<file path="src/rtl/multi_sound_player_pkg.sv">
// Shared constants for the multi-sound player: default sound region table and FSM state type.
package sound_pkg;

   localparam int unsigned NUM_SOUNDS_DEF = 4;
   localparam int unsigned ROM_ADDR_W_DEF = 18;

   // Entry i sits at bits [i*18 +: 18]; sound 0 is the rightmost literal.
   localparam logic [NUM_SOUNDS_DEF-1:0][ROM_ADDR_W_DEF-1:0] START_DEF =
      {18'd83255, 18'd66983, 18'd16396, 18'd0};
   localparam logic [NUM_SOUNDS_DEF-1:0][ROM_ADDR_W_DEF-1:0] END_DEF =
      {18'd137138, 18'd83254, 18'd66982, 18'd16395};

   localparam int unsigned SND_WIN    = 0;
   localparam int unsigned SND_MOO    = 1;
   localparam int unsigned SND_DETECT = 2;
   localparam int unsigned SND_CHEER  = 3;

   typedef enum logic [0:0] {
      StIdle,
      StPlay
   } state_e;

endpackage

</file>
<file path="src/rtl/multi_sound_player_if.sv">
// Audio_Controller FIFO write port: space flag, write strobe and the two channel samples.
interface multi_sound_player_if;

   logic        audio_out_allowed;
   logic        write_audio_out;
   logic [31:0] left_channel_audio_out;
   logic [31:0] right_channel_audio_out;

   modport master (
      input  audio_out_allowed,
      output write_audio_out,
      output left_channel_audio_out,
      output right_channel_audio_out
   );

   modport slave (
      output audio_out_allowed,
      input  write_audio_out,
      input  left_channel_audio_out,
      input  right_channel_audio_out
   );

endinterface

</file>
<file path="src/rtl/multi_sound_player_sample_out_buffer.sv">
// One-entry output buffer between the sample sequencer and the audio FIFO, with drop counting
// and conversion of ROM samples to left-justified signed 32-bit audio words.
module sample_out_buffer #(
   parameter int unsigned SAMPLE_W   = 6,
   parameter bit          SIGNED_ROM = 1'b0,
   parameter bit          STEREO     = 1'b0
) (
   input  logic                CLOCK_50,
   input  logic                reset,
   input  logic                capture,
   input  logic                clr_pending,
   input  logic                clr_sample,
   input  logic                playing,
   input  logic [SAMPLE_W-1:0] rom_q,
   multi_sound_player_if.master aud,
   output logic [7:0]          drop_count
);

   logic [SAMPLE_W-1:0] sample_q;
   logic [SAMPLE_W-1:0] sample_fmt;
   logic                pending_q;
   logic [7:0]          drop_q;
   logic                wr;
   logic [31:0]         conv;
   logic [31:0]         left;

   assign wr                  = pending_q & aud.audio_out_allowed;
   assign aud.write_audio_out = wr;
   assign drop_count          = drop_q;

   always_ff @(posedge CLOCK_50) begin
      if (reset) begin
         sample_q  <= '0;
         pending_q <= 1'b0;
         drop_q    <= 8'd0;
      end else begin
         if (clr_sample) begin
            sample_q <= '0;
         end else if (capture) begin
            sample_q <= rom_q;
         end

         // A capture overrides a simultaneous write: the new sample stays pending, nothing lost.
         if (clr_pending) begin
            pending_q <= 1'b0;
         end else if (capture) begin
            pending_q <= 1'b1;
            if (pending_q && !wr && drop_q != 8'hFF) begin
               drop_q <= drop_q + 8'd1;
            end
         end else if (wr) begin
            pending_q <= 1'b0;
         end
      end
   end

   always_comb begin
      sample_fmt = sample_q;
      if (!SIGNED_ROM) begin
         sample_fmt[SAMPLE_W-1] = ~sample_q[SAMPLE_W-1];
      end
      conv = 32'(sample_fmt) << (32 - SAMPLE_W);
   end

   assign left                        = playing ? conv : 32'd0;
   assign aud.left_channel_audio_out  = left;
   assign aud.right_channel_audio_out = STEREO ? left : 32'd0;

endmodule

</file>
<file path="src/rtl/multi_sound_player.sv">
// Table-driven sample sequencer: plays one region of a shared sample ROM once or looped, one
// sample every DIV clocks, handing each sample to the audio FIFO through sample_out_buffer.
module multi_sound_player
   import sound_pkg::*;
#(
   parameter int unsigned ADDR_W     = 18,
   parameter int unsigned SAMPLE_W   = 6,
   parameter int unsigned NUM_SOUNDS = NUM_SOUNDS_DEF,
   parameter int unsigned SEL_W      = 2,
   parameter int unsigned DIV        = 1200,
   parameter int unsigned ROM_LAT    = 1,
   parameter bit          SIGNED_ROM = 1'b0,
   parameter bit          STEREO     = 1'b0,
   parameter logic [NUM_SOUNDS-1:0][ADDR_W-1:0] START_TABLE = START_DEF,
   parameter logic [NUM_SOUNDS-1:0][ADDR_W-1:0] END_TABLE   = END_DEF
) (
   input  logic                CLOCK_50,
   input  logic                reset,
   input  logic                play,
   input  logic                stop,
   input  logic                loop_en,
   input  logic [SEL_W-1:0]    sound_sel,
   output logic [ADDR_W-1:0]   rom_addr,
   input  logic [SAMPLE_W-1:0] rom_q,
   multi_sound_player_if.master aud,
   output logic                busy,
   output logic                done,
   output logic [7:0]          drop_count
);

   localparam int unsigned IDX_W = (NUM_SOUNDS > 1) ? $clog2(NUM_SOUNDS) : 1;
   localparam int unsigned CNT_W = $clog2(DIV);
   localparam logic [CNT_W-1:0] CNT_LAST = CNT_W'(DIV - 1);
   localparam logic [CNT_W-1:0] CNT_CAP  = CNT_W'(ROM_LAT);

   state_e           state_q;
   logic [ADDR_W-1:0] addr_q;
   logic [CNT_W-1:0] div_cnt_q;
   logic [IDX_W-1:0] cur_sel_q;
   logic             cur_loop_q;
   logic             done_q;

   logic trig;
   logic at_last;
   logic at_end;
   logic finish;
   logic capture;

   // Out-of-range selections are not triggers at all, so they cannot disturb a playing sound.
   assign trig    = play && (32'(sound_sel) < NUM_SOUNDS);
   assign at_last = (state_q == StPlay) && (div_cnt_q == CNT_LAST);
   assign at_end  = (addr_q == END_TABLE[cur_sel_q]);
   assign finish  = at_last && at_end && !cur_loop_q && !stop && !trig;
   assign capture = (state_q == StPlay) && (div_cnt_q == CNT_CAP) && !stop && !trig;

   assign rom_addr = addr_q;
   assign busy     = (state_q == StPlay);
   assign done     = done_q;

   always_ff @(posedge CLOCK_50) begin
      if (reset) begin
         state_q    <= StIdle;
         addr_q     <= '0;
         div_cnt_q  <= '0;
         cur_sel_q  <= '0;
         cur_loop_q <= 1'b0;
         done_q     <= 1'b0;
      end else begin
         done_q <= 1'b0;
         if (stop) begin
            state_q <= StIdle;
         end else if (trig) begin
            state_q    <= StPlay;
            addr_q     <= START_TABLE[IDX_W'(sound_sel)];
            div_cnt_q  <= '0;
            cur_sel_q  <= IDX_W'(sound_sel);
            cur_loop_q <= loop_en;
         end else if (state_q == StPlay) begin
            div_cnt_q <= at_last ? '0 : div_cnt_q + CNT_W'(1);
            if (at_last) begin
               if (!at_end) begin
                  addr_q <= addr_q + ADDR_W'(1);
               end else if (cur_loop_q) begin
                  addr_q <= START_TABLE[cur_sel_q];
               end else begin
                  state_q <= StIdle;
                  done_q  <= 1'b1;
               end
            end
         end
      end
   end

   sample_out_buffer #(
      .SAMPLE_W   (SAMPLE_W),
      .SIGNED_ROM (SIGNED_ROM),
      .STEREO     (STEREO)
   ) u_sample_out_buffer (
      .CLOCK_50    (CLOCK_50),
      .reset       (reset),
      .capture     (capture),
      .clr_pending (stop || trig || finish),
      .clr_sample  (stop || finish),
      .playing     (busy),
      .rom_q       (rom_q),
      .aud         (aud),
      .drop_count  (drop_count)
   );

endmodule

</file>
<file path="src/flat_wrapper.sv">
// flat-port wrapper written by rule: the top's interface ports become plain ports
module multi_sound_player_flat import sound_pkg::*;
#(
   parameter int unsigned ADDR_W     = 18,
   parameter int unsigned SAMPLE_W   = 6,
   parameter int unsigned NUM_SOUNDS = NUM_SOUNDS_DEF,
   parameter int unsigned SEL_W      = 2,
   parameter int unsigned DIV        = 1200,
   parameter int unsigned ROM_LAT    = 1,
   parameter bit          SIGNED_ROM = 1'b0,
   parameter bit          STEREO     = 1'b0,
   parameter logic [NUM_SOUNDS-1:0][ADDR_W-1:0] START_TABLE = START_DEF,
   parameter logic [NUM_SOUNDS-1:0][ADDR_W-1:0] END_TABLE   = END_DEF
)
  (CLOCK_50, reset, play, stop, loop_en, sound_sel, rom_addr, rom_q, busy, done, drop_count, aud_audio_out_allowed, aud_write_audio_out, aud_left_channel_audio_out, aud_right_channel_audio_out);
  multi_sound_player_if aud_i ();
  input  logic CLOCK_50;
  input  logic reset;
  input  logic play;
  input  logic stop;
  input  logic loop_en;
  input  logic [SEL_W-1:0] sound_sel;
  output logic [ADDR_W-1:0] rom_addr;
  input  logic [SAMPLE_W-1:0] rom_q;
  output logic busy;
  output logic done;
  output logic [7:0] drop_count;
  input wire logic [$bits(aud_i.audio_out_allowed)-1:0] aud_audio_out_allowed;
  output wire logic [$bits(aud_i.write_audio_out)-1:0] aud_write_audio_out;
  output wire logic [$bits(aud_i.left_channel_audio_out)-1:0] aud_left_channel_audio_out;
  output wire logic [$bits(aud_i.right_channel_audio_out)-1:0] aud_right_channel_audio_out;
  assign aud_i.audio_out_allowed = aud_audio_out_allowed;
  assign aud_write_audio_out = aud_i.write_audio_out;
  assign aud_left_channel_audio_out = aud_i.left_channel_audio_out;
  assign aud_right_channel_audio_out = aud_i.right_channel_audio_out;
  multi_sound_player #(.ADDR_W(ADDR_W), .SAMPLE_W(SAMPLE_W), .NUM_SOUNDS(NUM_SOUNDS), .SEL_W(SEL_W), .DIV(DIV), .ROM_LAT(ROM_LAT), .SIGNED_ROM(SIGNED_ROM), .STEREO(STEREO), .START_TABLE(START_TABLE), .END_TABLE(END_TABLE)) u_core (.CLOCK_50(CLOCK_50), .reset(reset), .play(play), .stop(stop), .loop_en(loop_en), .sound_sel(sound_sel), .rom_addr(rom_addr), .rom_q(rom_q), .aud(aud_i), .busy(busy), .done(done), .drop_count(drop_count));
endmodule
</file>
<file path="config.mk">
export PLATFORM = sky130hd
export DESIGN_NAME = multi_sound_player_flat
export DESIGN_NICKNAME = d
export VERILOG_FILES = /design/src/rtl/multi_sound_player_pkg.sv /design/src/rtl/multi_sound_player_if.sv /design/src/rtl/multi_sound_player_sample_out_buffer.sv /design/src/rtl/multi_sound_player.sv /design/src/flat_wrapper.sv
export SDC_FILE = /design/constraint.sdc
export NUM_CORES = 1
export LEC_CHECK = 0
export CAP_MARGIN = 20
export CORE_AREA = 5 5 102 80
export DETAILED_ROUTE_END_ITERATION = 8
export DIE_AREA = 0 0 107 85
export PLACE_DENSITY = 0.86
export SLEW_MARGIN = 0
export SYNTH_ARGS = -nofsm -noshare
export SYNTH_HDL_FRONTEND = slang
export SYNTH_SLANG_ARGS = --single-unit
</file>
<file path="constraint.sdc">
create_clock -name CLOCK_50 -period 3.25 [get_ports CLOCK_50]
set_input_delay 0.65 -clock CLOCK_50 [delete_from_list [all_inputs] [get_ports CLOCK_50]]
set_output_delay 0.65 -clock CLOCK_50 [all_outputs]
set_load 0.02 [all_outputs]
</file>
After elaboration in Yosys (flattened, before gate mapping)
Cells that the tools add are included.
{ "word_totals": {"regBits": 49, "input_bits": 14, "output_inout_bits": 93, "word_cells": 77} }
{ "op_classes": {"n_addsub": 3, "magnitude_cmp": 2, "eq_ne": 5, "n_mux": 23, "bitwise": 7, "n_reduce_logical": 28} }
{ "ops": {"columns": ["op", "n"], "rows": [
  ["$mux W18", 8],
  ["$bmux W18 S2", 3],
  ["$mux W11", 3],
  ["$mux W32", 1],
  ["$add A18 B1 Y18 const B", 1],
  ["$eq A18 B18 Y1", 1],
  ["$add A11 B1 Y11 const B", 1],
  ["$eq A11 B1 Y1 const B", 1],
  ["$eq A11 B11 Y1 const B", 1],
  ["$logic_and A1 B1 Y1", 10],
  ["$add A8 B1 Y8 const B", 1],
  ["$mux W1", 8],
  ["$ne A8 B8 Y1 const B", 1],
  ["$lt A2 B3 Y1 const B", 2],
  ["$not A1 Y1", 6],
  ["$reduce_bool A2 Y1", 3],
  ["$reduce_or A2 Y1", 3],
  ["$reduce_or A6 Y1", 1],
  ["$logic_not A1 Y1", 4],
  ["$reduce_and A2 Y1", 2],
  ["$reduce_and A4 Y1", 1],
  ["$logic_or A1 B1 Y1", 3],
  ["$ne A3 B2 Y1 const B", 1],
  ["$reduce_and A3 Y1", 1],
  ["$and A1 B1 Y1", 1]
]} }

Longest topological paths before layout
Gate-level depths: netlist (run 1).
{ "logic_depth": {"depth_word": 10, "ltp_mapped": 9, "mapped_depth_nobuf": 8} }

Cells and area by module
Synthesis (run 1) repeated with hierarchy kept, for this count alone.
{ "hier_totals": {"cells_unflattened": 397, "area_unflattened_um2": 3263.1} }
{ "by_module_without_submodules": {"columns": ["module", "instances", "cells_each", "area_per_inst_um2", "seq_area_each_um2"], "rows": [
  ["multi_sound_player", 1, 264, 2125.8, 680.7],
  ["sample_out_buffer", 1, 133, 1137.3, 300.3]
]} }

Worst setup path before layout (run 1)
No wires, ideal clock.
{ "synth_path": {"kind": "register to register", "from": "register u_core.cur_sel_q[1]", "to": "register u_core.addr_q[0], in the netlist u_core.rom_addr[0]", "setup_time_ps": 119, "arrival_ps": 2607, "required_ps": 3131, "path_slack_ps": 524, "path_stages_with_launch": 9, "path_buffers": 1, "synth_period_minus_slack_ps": 2726, "cell_sequence": "dfxtp_1 > inv_1 > ha_1 > or3_1 > a221o_2 > or4_4 > o31a_1 > buf_6 > o221a_1"} }
{ "synth_between": {"elab_chain_cells": 7, "word_cells_on_any_way": 12, "classes_between": "eq/ne: 2; mux: 9; reduce/logical: 1"} }
{ "synth_rtl": {"columns": ["element", "line", "source"], "rows": [
  ["from (decl)", "multi_sound_player.sv:39", "logic [IDX_W-1:0] cur_sel_q;"],
  ["from (signal assigned)", "multi_sound_player.sv:76", "cur_sel_q <= IDX_W'(sound_sel);"],
  ["$bmux W18 S2, on equally long branches", "multi_sound_player.sv:52, multi_sound_player.sv:84", null],
  ["$mux W18, on equally long branches", "multi_sound_player.sv:52, multi_sound_player.sv:84", null],
  ["$eq A18 B18 Y1 or $mux W18 (tied branches)", "multi_sound_player.sv:52, multi_sound_player.sv:83", null],
  ["$mux W18", "multi_sound_player.sv:81", "if (!at_end) begin"],
  ["$mux W18", "multi_sound_player.sv:80", "if (at_last) begin"],
  ["$mux W18", "multi_sound_player.sv:78", "end else if (state_q == StPlay) begin"],
  ["$mux W18", "multi_sound_player.sv:72", "end else if (trig) begin"],
  ["to (signal assigned)", "multi_sound_player.sv:74", "addr_q <= START_TABLE[IDX_W'(sound_sel)];"],
  ["to (signal assigned)", "multi_sound_player.sv:82", "addr_q <= addr_q + ADDR_W'(1);"],
  ["to (signal assigned)", "multi_sound_player.sv:84", "addr_q <= START_TABLE[cur_sel_q];"],
  ["to (decl)", "multi_sound_player.sv:37", "logic [ADDR_W-1:0] addr_q;"]
]} }
Several ways; a longest one is shown, not always the timed one. The select of a mux whose other input is x is not followed.
A chain may end at the register's enable or synchronous reset.

Final worst setup path (run 1)
{ "layout_path": {"from": "register u_core.cur_sel_q[0]", "to": "register u_core.addr_q[14], in the netlist u_core.rom_addr[14]"} }
The elaborated chain is that of the path after synthesis.

==> flow_metrics.env, run 1 <==
export IMPL_status="finished clean"
export IMPL_intPower_uw=832
export IMPL_design_area_um2=3670
export IMPL_cts_made_buffers=5
export IMPL_regArea_um2=981
export IMPL_crit_fanout=21
export IMPL_rsz0062_at_grt="false"
export IMPL_yosysTopAreaCellShare_pct=30.2
export IMPL_vias=2957
export IMPL_grtUsageMet2_pct=27.3
export IMPL_p_clk_share_pct=31.3
export IMPL_finalSetupViolations=0
export IMPL_start_util_pct=45.8
export IMPL_slowest_delay_ns=0.61
export IMPL_port_buffers=48
export IMPL_async_flop_share_pct=0
export IMPL_rows=27
export IMPL_htree_levels=2
export IMPL_cts_root_buf="clkbuf_8"
export IMPL_clock_sinks=49
export IMPL_synth_edf_count=0
export IMPL_drc=0
export IMPL_fillers=655
export IMPL_power_density_nw_per_um2=332
export IMPL_path_delay_family="compound AO/OA/AOI/OAI gates"
export IMPL_dr_pass1_iters=5
export IMPL_slowest_stage="or4_4"
export IMPL_cts_tree="yes"
export IMPL_grt_pass1_wl_um=12800
export IMPL_seqPwrFrac_pct=51.7
export IMPL_grt_max_degree=26
export IMPL_grt_busiest_layer="met2"
export IMPL_ys_seq_elements=49
export IMPL_arrival_ns=3.34
export IMPL_die_h_um=85
export IMPL_hold_violations=0
export IMPL_p_sw_share_pct=31.7
export IMPL_synth_yosys_seq_area_share_pct=30.2
export IMPL_worst_pin_slew_ns=0.521
export IMPL_area_growth_synth_to_final_pct=13.1
export IMPL_dp_cells=526
export IMPL_critPathRequiredTime_ns=3.42
export IMPL_core_area_um2=7090
export IMPL_netlist_area_um2=3250
export IMPL_synth_cells=404
export IMPL_yosysTopAreaCell="dfxtp_1"
export IMPL_stdcell_count=534
export IMPL_hpwl_um=6110
export IMPL_vdd_ir_drop_max_v=0.000172
export IMPL_antenna_left=0
export IMPL_final_core_util_pct=51.8
export IMPL_tns_ns=0
export IMPL_die_x_um=107
export IMPL_antenna_found_initial=0
export IMPL_start_kind="flop"
export IMPL_cap_violations=0
export IMPL_dpl_cell_area_um2=3580
export IMPL_wl_um=8020
export IMPL_diodes=0
export IMPL_use_met1_pct=22.1
export IMPL_met3_usage_pct=4.71
export IMPL_clk_insertion_delay_late_ns=0.31
export IMPL_drive_gt1_share_pct=6.49
export IMPL_p_leak_nw=1.37
export IMPL_p_total_mw=1.22
export IMPL_min_delay_path_class="reg2reg"
export IMPL_overflow=0
export IMPL_gp_congestion=0.903
export IMPL_fin_skew_ns=0.0137
export IMPL_io_pins=107
export IMPL_yosys_warnings=0
export IMPL_slew_headroom_pct=65.2
export IMPL_fin_crit_sh_pct=97.3
export IMPL_final_min_clock_period_ns=3.16
export IMPL_grt_pass1_vias=2680
export IMPL_worstPathCellList="inv_1, ha_1, or3_1, a221o_2, or4_4, o31a_2, o21ai_0, a31oi_1"
export IMPL_clockBufferDepth=2
export IMPL_power_share_combinational_pct=17.0
export IMPL_cp_end_kind="flop"
export IMPL_nets=468
export IMPL_path_clk_slew_ns=0.10
export IMPL_syn_area_per_cell_um2=8.04
export IMPL_p_switching_uw=387
export IMPL_ys_flop_type="dfxtp_1"
export IMPL_via_per_inst=5.54
export IMPL_dr_first_iter_drc_count=221
export IMPL_cts_hold_buf=0
export IMPL_yosys_top_cells_area="dfxtp_1, buf_4, nor2_1"
export IMPL_critPathKind="reg2reg"
export IMPL_fmax_mhz=316
export IMPL_grt_usage_pct=17.1
export IMPL_path_buf_inv=1
export IMPL_finalMaxSlewViolations=0
export IMPL_routedWlPerCell_um=15.0
export IMPL_synthDistinctLibCells=54
export IMPL_multiInputGateArea_um2=1920
export IMPL_die_area_um2=9100
==> path summary, 6_finish.rpt <==
check	startpoint	end	slack (ns)	depth (start not counted)
setup / recovery	u_core.cur_sel_q[0]	u_core.rom_addr[14]	0.09	8
hold / removal	u_core.u_sample_out_buffer.sample_q[0]	u_core.u_sample_out_buffer.sample_q[0]	0.50	2
setup reg to reg	u_core.cur_sel_q[0]	u_core.rom_addr[14]	0.09	8
hold reg to reg	u_core.u_sample_out_buffer.sample_q[0]	u_core.u_sample_out_buffer.sample_q[0]	0.50	2
==> worst reg2reg max path: cells and delay by family, from the launching register on <==
kind,cells,cell delay (ns)
buffers and inverters,1,0.13
flip-flops,1,0.45
AO/OA/AOI/OAI,4,1.19
AND/OR/NAND/NOR,2,0.92
adder cells (fa/ha/maj),1,0.34
==> timing repair <==
item                                    4_1_cts  5_1_grt
setup buffers                                 0        0
endpoints found under the setup margin        1        0
gates resized for setup                       1        0
==> logic make-up (layout without fill, tap and decap cells) <==
family	count (synthesis)	in the layout	synth area share (%)
multiplexers	11	11	3.39
buffers and inverters	84	70	17.2
AND/OR/NAND/NOR	155	155	25.3
AO/OA/AOI/OAI	85	85	17.8
flip-flops	49	49	30.2
XOR/XNOR	11	11	2.97
other	1	58	0.115
adder cells (fa/ha/maj)	8	8	3.08
==> cells in the mapped netlist, types with 8 or more instances <==
cell type   n
a21oi_1    28
and2_1     10
and3_1     10
buf_4      58
clkbuf_1   15
dfxtp_1    49
ha_1        8
mux2i_1    11
nand2_1    21
nand3_1    16
nand4_1     8
nor2_1     41
nor3_1     12
nor3b_1     8
o21ai_0    20
==> sequential cells by signal (all words and copies together), names as in the netlist <==
name and count:
u_core.rom_addr 18, u_core.div_cnt_q 11, u_core.u_sample_out_buffer.drop_count 8, u_core.u_sample_out_buffer.sample_q 6, u_core.cur_sel_q 2, u_core.busy 1, u_core.cur_loop_q 1, u_core.done 1
u_core.u_sample_out_buffer.pending_q 1
==> placed cells by master, fill, tap and decap left out, drive strengths merged, types with 3 or more instances in the layout <==
cell type / n
conb: 58
dfxtp: 49
clkdlybuf4s50: 48
nor2: 41
o21ai: 29
a21oi: 28
nand2: 21
nand3: 16
nor3: 12
mux2i: 11
and3: 11
and2: 10
nor3b: 8
nand4: 8
ha: 8
buf: 8
nor4: 7
xnor2: 7
inv: 7
or3: 5
and4: 5
clkbuf: 5
xor2: 4
nor2b: 3
a32o: 3
a311oi: 3
==> power groups by stage <==
stage	Sequential, mW	Combinational, mW	Clock, mW
floorplan	0.645	0.197	0
global placement	0.643	0.200	0
detailed placement	0.644	0.204	0
CTS	0.630	0.204	0.391
global route	0.633	0.223	0.419
finish	0.630	0.207	0.381
==> final cells by class <==
cell class              instances  share of cell area, %
flip-flops and latches         49                   26.7
repair buffers                 56                   14.7
well taps                      87                   2.96
clock buffers                   5                   1.87
inverters                       6                  0.613
clock inverters                 3                  0.716
multi-input cells             328                   52.4
==> layer usage <==
metal	part of all wire (%)	vias to the layer above
met5	0	-
met4	1.9	0
met3	9.5	22
met2	45	148
met1	43	1382
li1	-	1405
==> metrics by stage <==
stage	hold WS, ns	setup WS [ns]
after floorplan	0.452	0.524
after global placement	0.463	0.184
after detailed placement	0.474	0.0162
after CTS	0.502	0.132
after global routing	0.518	0.0223
final	0.496	0.0884
Power figures use the tool's default switching activity.
==> run 2: changes to the inputs <==
--- a/config.mk
+++ b/config.mk
@@ -6,11 +6,11 @@
 export NUM_CORES = 1
 export LEC_CHECK = 0
 export CAP_MARGIN = 20
-export CORE_AREA = 5 5 102 80
+export CORE_AREA = 5 5 94 74
 export DETAILED_ROUTE_END_ITERATION = 8
-export DIE_AREA = 0 0 107 85
-export PLACE_DENSITY = 0.86
-export SLEW_MARGIN = 0
+export DIE_AREA = 0 0 99 79
+export DONT_BUFFER_PORTS = 1
+export PLACE_DENSITY = 0.78
 export SYNTH_ARGS = -nofsm -noshare
 export SYNTH_HDL_FRONTEND = slang
 export SYNTH_SLANG_ARGS = --single-unit
==> constraint.sdc (replaced) <==
create_clock -name CLOCK_50 -period 2.6 [get_ports CLOCK_50]
set_input_delay 0.52 -clock CLOCK_50 [delete_from_list [all_inputs] [get_ports CLOCK_50]]
set_output_delay 0.52 -clock CLOCK_50 [all_outputs]
set_load 0.02 [all_outputs]
==> flow_metrics.env, run 2 (same netlist as run 1, synthesis figures left out) <==
export IMPL_status="finished clean"
export IMPL_layout_setup_ws_ns=0.0535
export IMPL_hold_violations=0
export IMPL_crit_fanout=21
export IMPL_slowest_delay_ns=0.45
export IMPL_rsz0062_at_grt="true"
export IMPL_path_buf_inv=2
export IMPL_io_pins=107
export IMPL_overflow=0
export IMPL_p_leak_nw=1.38
export IMPL_die_x_um=99
export IMPL_ff2ff_setup_slack_ns=0.05
export IMPL_largest_reg_flops=18
export IMPL_hpwl_um=5910
export IMPL_grt_pass1_vias=2579
export IMPL_path_clk_slew_ns=0.10
export IMPL_clock_sinks=49
export IMPL_finalSetupViolations=0
export IMPL_fin_crit_sh_pct=97.9
export IMPL_cp_end_kind="flop"
export IMPL_dr_pass1_iters=5
export IMPL_arrival_ns=2.76
export IMPL_stdcell_count=508
export IMPL_grt_max_degree=37
export IMPL_die_h_um=79
export IMPL_final_cell_mix="conb_1, dfxtp_1, nor2_1"
export IMPL_pre_cts_ws_ns=0.0448
export IMPL_p_sw_share_pct=29.1
export IMPL_fillers=524
export IMPL_routedWlPerCell_um=15.8
export IMPL_dr_first_iter_drc_count=266
export IMPL_path_delay_family="compound AO/OA/AOI/OAI gates"
export IMPL_clockBufferDepth=2
export IMPL_drive_gt1_share_pct=15.2
export IMPL_core_area_um2=6040
export IMPL_clk_insertion_delay_late_ns=0.31
export IMPL_seqPwrFrac_pct=49.0
export IMPL_slew_headroom_pct=65.3
export IMPL_grt_usage_pct=19.7
export IMPL_die_area_um2=7820
export IMPL_fmax_mhz=393
export IMPL_cts_tree="yes"
export IMPL_power_share_combinational_pct=15.7
export IMPL_start_kind="flop"
export IMPL_intPower_mw=1.13
export IMPL_vdd_ir_drop_max_v=0.000261
export IMPL_wl_um=8020
export IMPL_antenna_found_initial=0
export IMPL_cap_violations=0
export IMPL_port_buffers=0
export IMPL_power_density_nw_per_um2=456
export IMPL_met3_usage_pct=6.06
export IMPL_cts_made_buffers=5
export IMPL_vias=2880
export IMPL_dp_cells=493
export IMPL_grt_pass1_wl_um=12700
export IMPL_cts_root_buf="clkbuf_8"
export IMPL_via_per_inst=5.67
export IMPL_use_met1_pct=27.7
export IMPL_worstPathCellList="inv_4, ha_4, or3_1, a221o_2, or4_4, o31a_1, buf_12, o221a_1"
export IMPL_worst_pin_slew_ns=0.515
export IMPL_nets=448
export IMPL_grt_busiest_layer="met2"
export IMPL_final_min_clock_period_ns=2.55
export IMPL_gp_congestion=0.958
export IMPL_p_total_mw=1.59
export IMPL_final_common_cell="conb_1"
export IMPL_min_delay_path_class="in2reg"
export IMPL_area_growth_synth_to_final_pct=7.20
export IMPL_diodes=0
export IMPL_slowest_stage="or4_4"
export IMPL_grtUsageMet2_pct=29.5
export IMPL_antenna_left=0
export IMPL_p_clk_share_pct=35.3
export IMPL_htree_levels=2
export IMPL_critPathRequiredTime_ns=2.81
export IMPL_start_util_pct=53.8
export IMPL_p_switching_uw=462
export IMPL_cts_hold_buf=0
export IMPL_drc=0
export IMPL_finalMaxSlewViolations=0
export IMPL_fin_skew_ns=0.0114
export IMPL_rows=25
export IMPL_critPathKind="reg2reg"
run 2: cell types whose count changed in the layout (fill, tap and decap cells not counted), moves of 2 or more:
cell,previous run,this run
clkdlybuf4s50_1,48,0
buf_4,8,32
dfxtp_1,49,46
dfxtp_2,0,3
o21ai_0,20,17
o21ai_1,6,9
buf_12,0,2
inv_1,6,4
run 2: timing repair:
| item | in CTS | in global routing |
|---|---|---|
| resized for setup | 0 | 10 |
| endpoints found under the setup margin | 0 | 24 |
| setup buffers | 0 | 7 |
run 2: per-stage QoR:
| stage | cell area, um2 | hold slack, ns | TNS (ns) | util, % |
|---|---|---|---|---|
| 5_1_grt | 3480 | 0.255 | -0.188 | 57.7 |
| 6_report | 3480 | 0.263 | 0 | 57.7 |
| 3_5_place_dp | 3270 | 0.489 | 0 | 54.2 |
| 2_1_floorplan | 3480 | 0.452 | 0 | - |
| 4_1_cts | 3390 | 0.259 | 0 | 56.1 |
| 3_3_place_gp | 3270 | 0.464 | 0 | 54.2 |
run 2: worst paths after layout:
path	start	to	cells past startpoint
setup / recovery	u_core.cur_sel_q[0]	u_core.rom_addr[0]	8
hold / removal	reset	u_core.rom_addr[6]	1
setup reg to reg	u_core.cur_sel_q[0]	u_core.rom_addr[0]	8
hold reg to reg	u_core.u_sample_out_buffer.sample_q[4]	u_core.u_sample_out_buffer.sample_q[4]	2
run 2: worst register-to-register path: cells and delay by family, from the launching register on:
kind            cells  cell delay (ns)
buf+inv             2             0.20
fa+ha+maj           1             0.22
simple gates        2             0.75
compound gates      3             0.92
flops               1             0.36
run 2: power groups by stage:
stage	Clock [mW]	Combinational [mW]	Sequential [mW]
after global placement	0	0.225	0.793
after floorplan	0	0.248	0.806
after global routing	0.608	0.269	0.780
after CTS	0.574	0.229	0.776
final	0.560	0.250	0.778
after detailed placement	0	0.228	0.794
run 2: layout make-up:
cell class | count | area, um2 | area share [%]
Clock buffer | 5 | 68.8 | 1.98
Sequential cell | 49 | 985 | 28.3
Timing Repair Buffer | 36 | 307 | 8.80
Inverter | 6 | 25.0 | 0.719
Tap cell | 81 | 101 | 2.91
Clock inverter | 3 | 46.3 | 1.33
Multi-Input combinational cell | 328 | 1950 | 56.0
run 2: routing by layer:
layer | vias to the layer above | part of all wire, %
met2 | 150 | 44
met3 | 9 | 10
met4 | 0 | 1.2
met5 | - | 0
met1 | 1350 | 45
li1 | 1371 | -
==> run 3: changes to the inputs <==
--- a/config.mk
+++ b/config.mk
@@ -10,6 +10,7 @@
 export DETAILED_ROUTE_END_ITERATION = 8
 export DIE_AREA = 0 0 99 79
 export DONT_BUFFER_PORTS = 1
+export GPL_TIMING_DRIVEN = 0
 export PLACE_DENSITY = 0.78
 export SYNTH_ARGS = -nofsm -noshare
 export SYNTH_HDL_FRONTEND = slang
==> flow_metrics.env, run 3 (same netlist as run 1, synthesis figures left out) <==
export IMPL_cts_made_buffers=5
export IMPL_fmax_mhz=380
export IMPL_cp_end_kind="flop"
export IMPL_fin_skew_ns=0.00506
export IMPL_io_pins=107
export IMPL_p_total_mw=1.60
export IMPL_gp_congestion=0.912
export IMPL_grt_max_degree=19
export IMPL_htree_levels=2
export IMPL_layout_setup_ws_ns=-0.0331
export IMPL_violations="negative setup slack"
export IMPL_grt_usage_pct=20.4
export IMPL_start_util_pct=53.8
export IMPL_area_growth_synth_to_final_pct=16.6
export IMPL_clock_sinks=49
export IMPL_dr_pass1_iters=4
export IMPL_dpl_cell_area_um2=3580
export IMPL_cap_violations=0
export IMPL_slowest_stage="or4_4"
export IMPL_power_density_nw_per_um2=422
export IMPL_rsz0062_at_grt="true"
export IMPL_design_area_um2=3790
export IMPL_path_buf_inv=2
export IMPL_vdd_ir_drop_max_v=0.000264
export IMPL_worst_pin_slew_ns=0.553
export IMPL_clk_insertion_delay_late_ns=0.32
export IMPL_hold_violations=0
export IMPL_drc=0
export IMPL_grt_pass1_vias=2703
export IMPL_worstPathCellList="inv_6, ha_4, or3_1, a221o_2, or4_4, buf_6, and2_2, a32oi_1, a21oi_1"
export IMPL_vias=2998
export IMPL_crit_fanout=10
export IMPL_core_area_um2=6040
export IMPL_met2WireLength_um=3650
export IMPL_wl_um=8340
export IMPL_p_leak_nw=1.59
export IMPL_finalSetupViolations=4
export IMPL_fillers=528
export IMPL_met1Wirelength_um=3730
export IMPL_diodes=0
export IMPL_final_min_clock_period_ns=2.63
export IMPL_drive_gt1_share_pct=22.8
export IMPL_p_sw_share_pct=32.1
export IMPL_die_area_um2=7820
export IMPL_routedWlPerCell_um=15.1
export IMPL_grt_pass1_wl_um=13200
export IMPL_min_delay_path_class="in2reg"
export IMPL_via_per_inst=5.41
export IMPL_fin_crit_sh_pct=101
export IMPL_start_kind="flop"
export IMPL_slowest_delay_ns=0.47
export IMPL_nets=494
export IMPL_finalMaxSlewViolations=0
export IMPL_cts_tree="yes"
export IMPL_port_buffers=0
export IMPL_critPathRequiredTime_ns=2.79
export IMPL_cts_root_buf="clkbuf_8"
export IMPL_p_switching_uw=514
export IMPL_final_cell_mix="buf_4, conb_1, dfxtp_1"
export IMPL_power_share_combinational_pct=19.2
export IMPL_antenna_left=0
export IMPL_hpwl_um=6220
export IMPL_clockBufferDepth=2
export IMPL_die_h_um=79
export IMPL_intPower_mw=1.08
export IMPL_die_x_um=99
export IMPL_antenna_found_initial=0
export IMPL_critPathKind="reg2reg"
export IMPL_overflow=0
export IMPL_dr_wl_met3_um=842
export IMPL_largest_reg_flops=18
export IMPL_slew_headroom_pct=63.1
export IMPL_path_clk_slew_ns=0.10
export IMPL_p_clk_share_pct=31.0
export IMPL_seqPwrFrac_pct=49.8
export IMPL_dr_first_iter_drc_count=318
export IMPL_path_delay_family="simple AND/OR/NAND/NOR gates"
export IMPL_status="finished with violations"
export IMPL_rows=25
export IMPL_final_core_util_pct=62.7
export IMPL_final_common_cell="buf_4"
export IMPL_arrival_ns=2.82
export IMPL_highest_layer="met4"
## run 3: changes by cell type in the layout (fill, tap and decap cells not counted), sizes merged
cell / change
buf: +33
clkinvlp: -1
inv: +2
bufinv: -1
clkbuf: +13
## run 3: cell type report
class | instances | area, um2 | area share (%)
Timing Repair Buffer | 6 | 48.8 | 1.29
Inverter | 6 | 30.0 | 0.793
Clock inverter | 3 | 28.8 | 0.760
Tap cell | 81 | 101 | 2.68
Clock buffer | 5 | 68.8 | 1.82
Sequential cell | 49 | 998 | 26.4
Multi-Input combinational cell | 328 | 1980 | 52.2
Buffer | 76 | 536 | 14.1
## run 3: final timing paths
path | to | depth (start not counted) | slack, ns | start
worst max-delay path | u_core.rom_addr[9] | 9 | -0.03 | u_core.cur_sel_q[1]
worst max register to register | u_core.rom_addr[9] | 9 | -0.03 | u_core.cur_sel_q[1]
worst min-delay path | u_core.cur_sel_q[0] | 2 | 0.34 | sound_sel[0]
worst min register to register | u_core.u_sample_out_buffer.sample_q[2] | 2 | 0.51 | u_core.u_sample_out_buffer.sample_q[2]
## run 3: power by group through the flow
stage	combinational [mW]	clock [mW]	sequential (mW)
floorplan	0.248	0	0.806
global placement	0.274	0	0.813
detailed placement	0.279	0	0.813
CTS	0.294	0.498	0.792
global route	0.333	0.541	0.797
finish	0.307	0.496	0.795
## run 3: what timing repair did
item                                    CTS  global route
gates cloned                              1             0
setup buffers                             4             1
pin swaps                                 2             5
endpoints found under the hold margin     0             0
resized for setup                        13            15
endpoints found under the setup margin   24            21
hold buffers                              0             0
## run 3: metrics by stage
| stage | setup slack [ns] | TNS (ns) | std cells | hold slack (ns) |
|---|---|---|---|---|
| floorplan | 0.0194 | 0 | 461 | 0.452 |
| global placement | -0.139 | -2.41 | 542 | 0.468 |
| detailed placement | -0.170 | -3.32 | 542 | 0.485 |
| CTS | -0.000213 | -0.000213 | 554 | 0.343 |
| global route | -0.0753 | -0.620 | 554 | 0.338 |
| finish | -0.0331 | -0.0761 | 554 | 0.343 |
## run 3: routing by layer
metal	GRT usage, %	up-vias
met5	0	-
li1	-	1466
met2	31.6	157
met3	5.18	12
met4	5.05	0
met1	28.3	1363
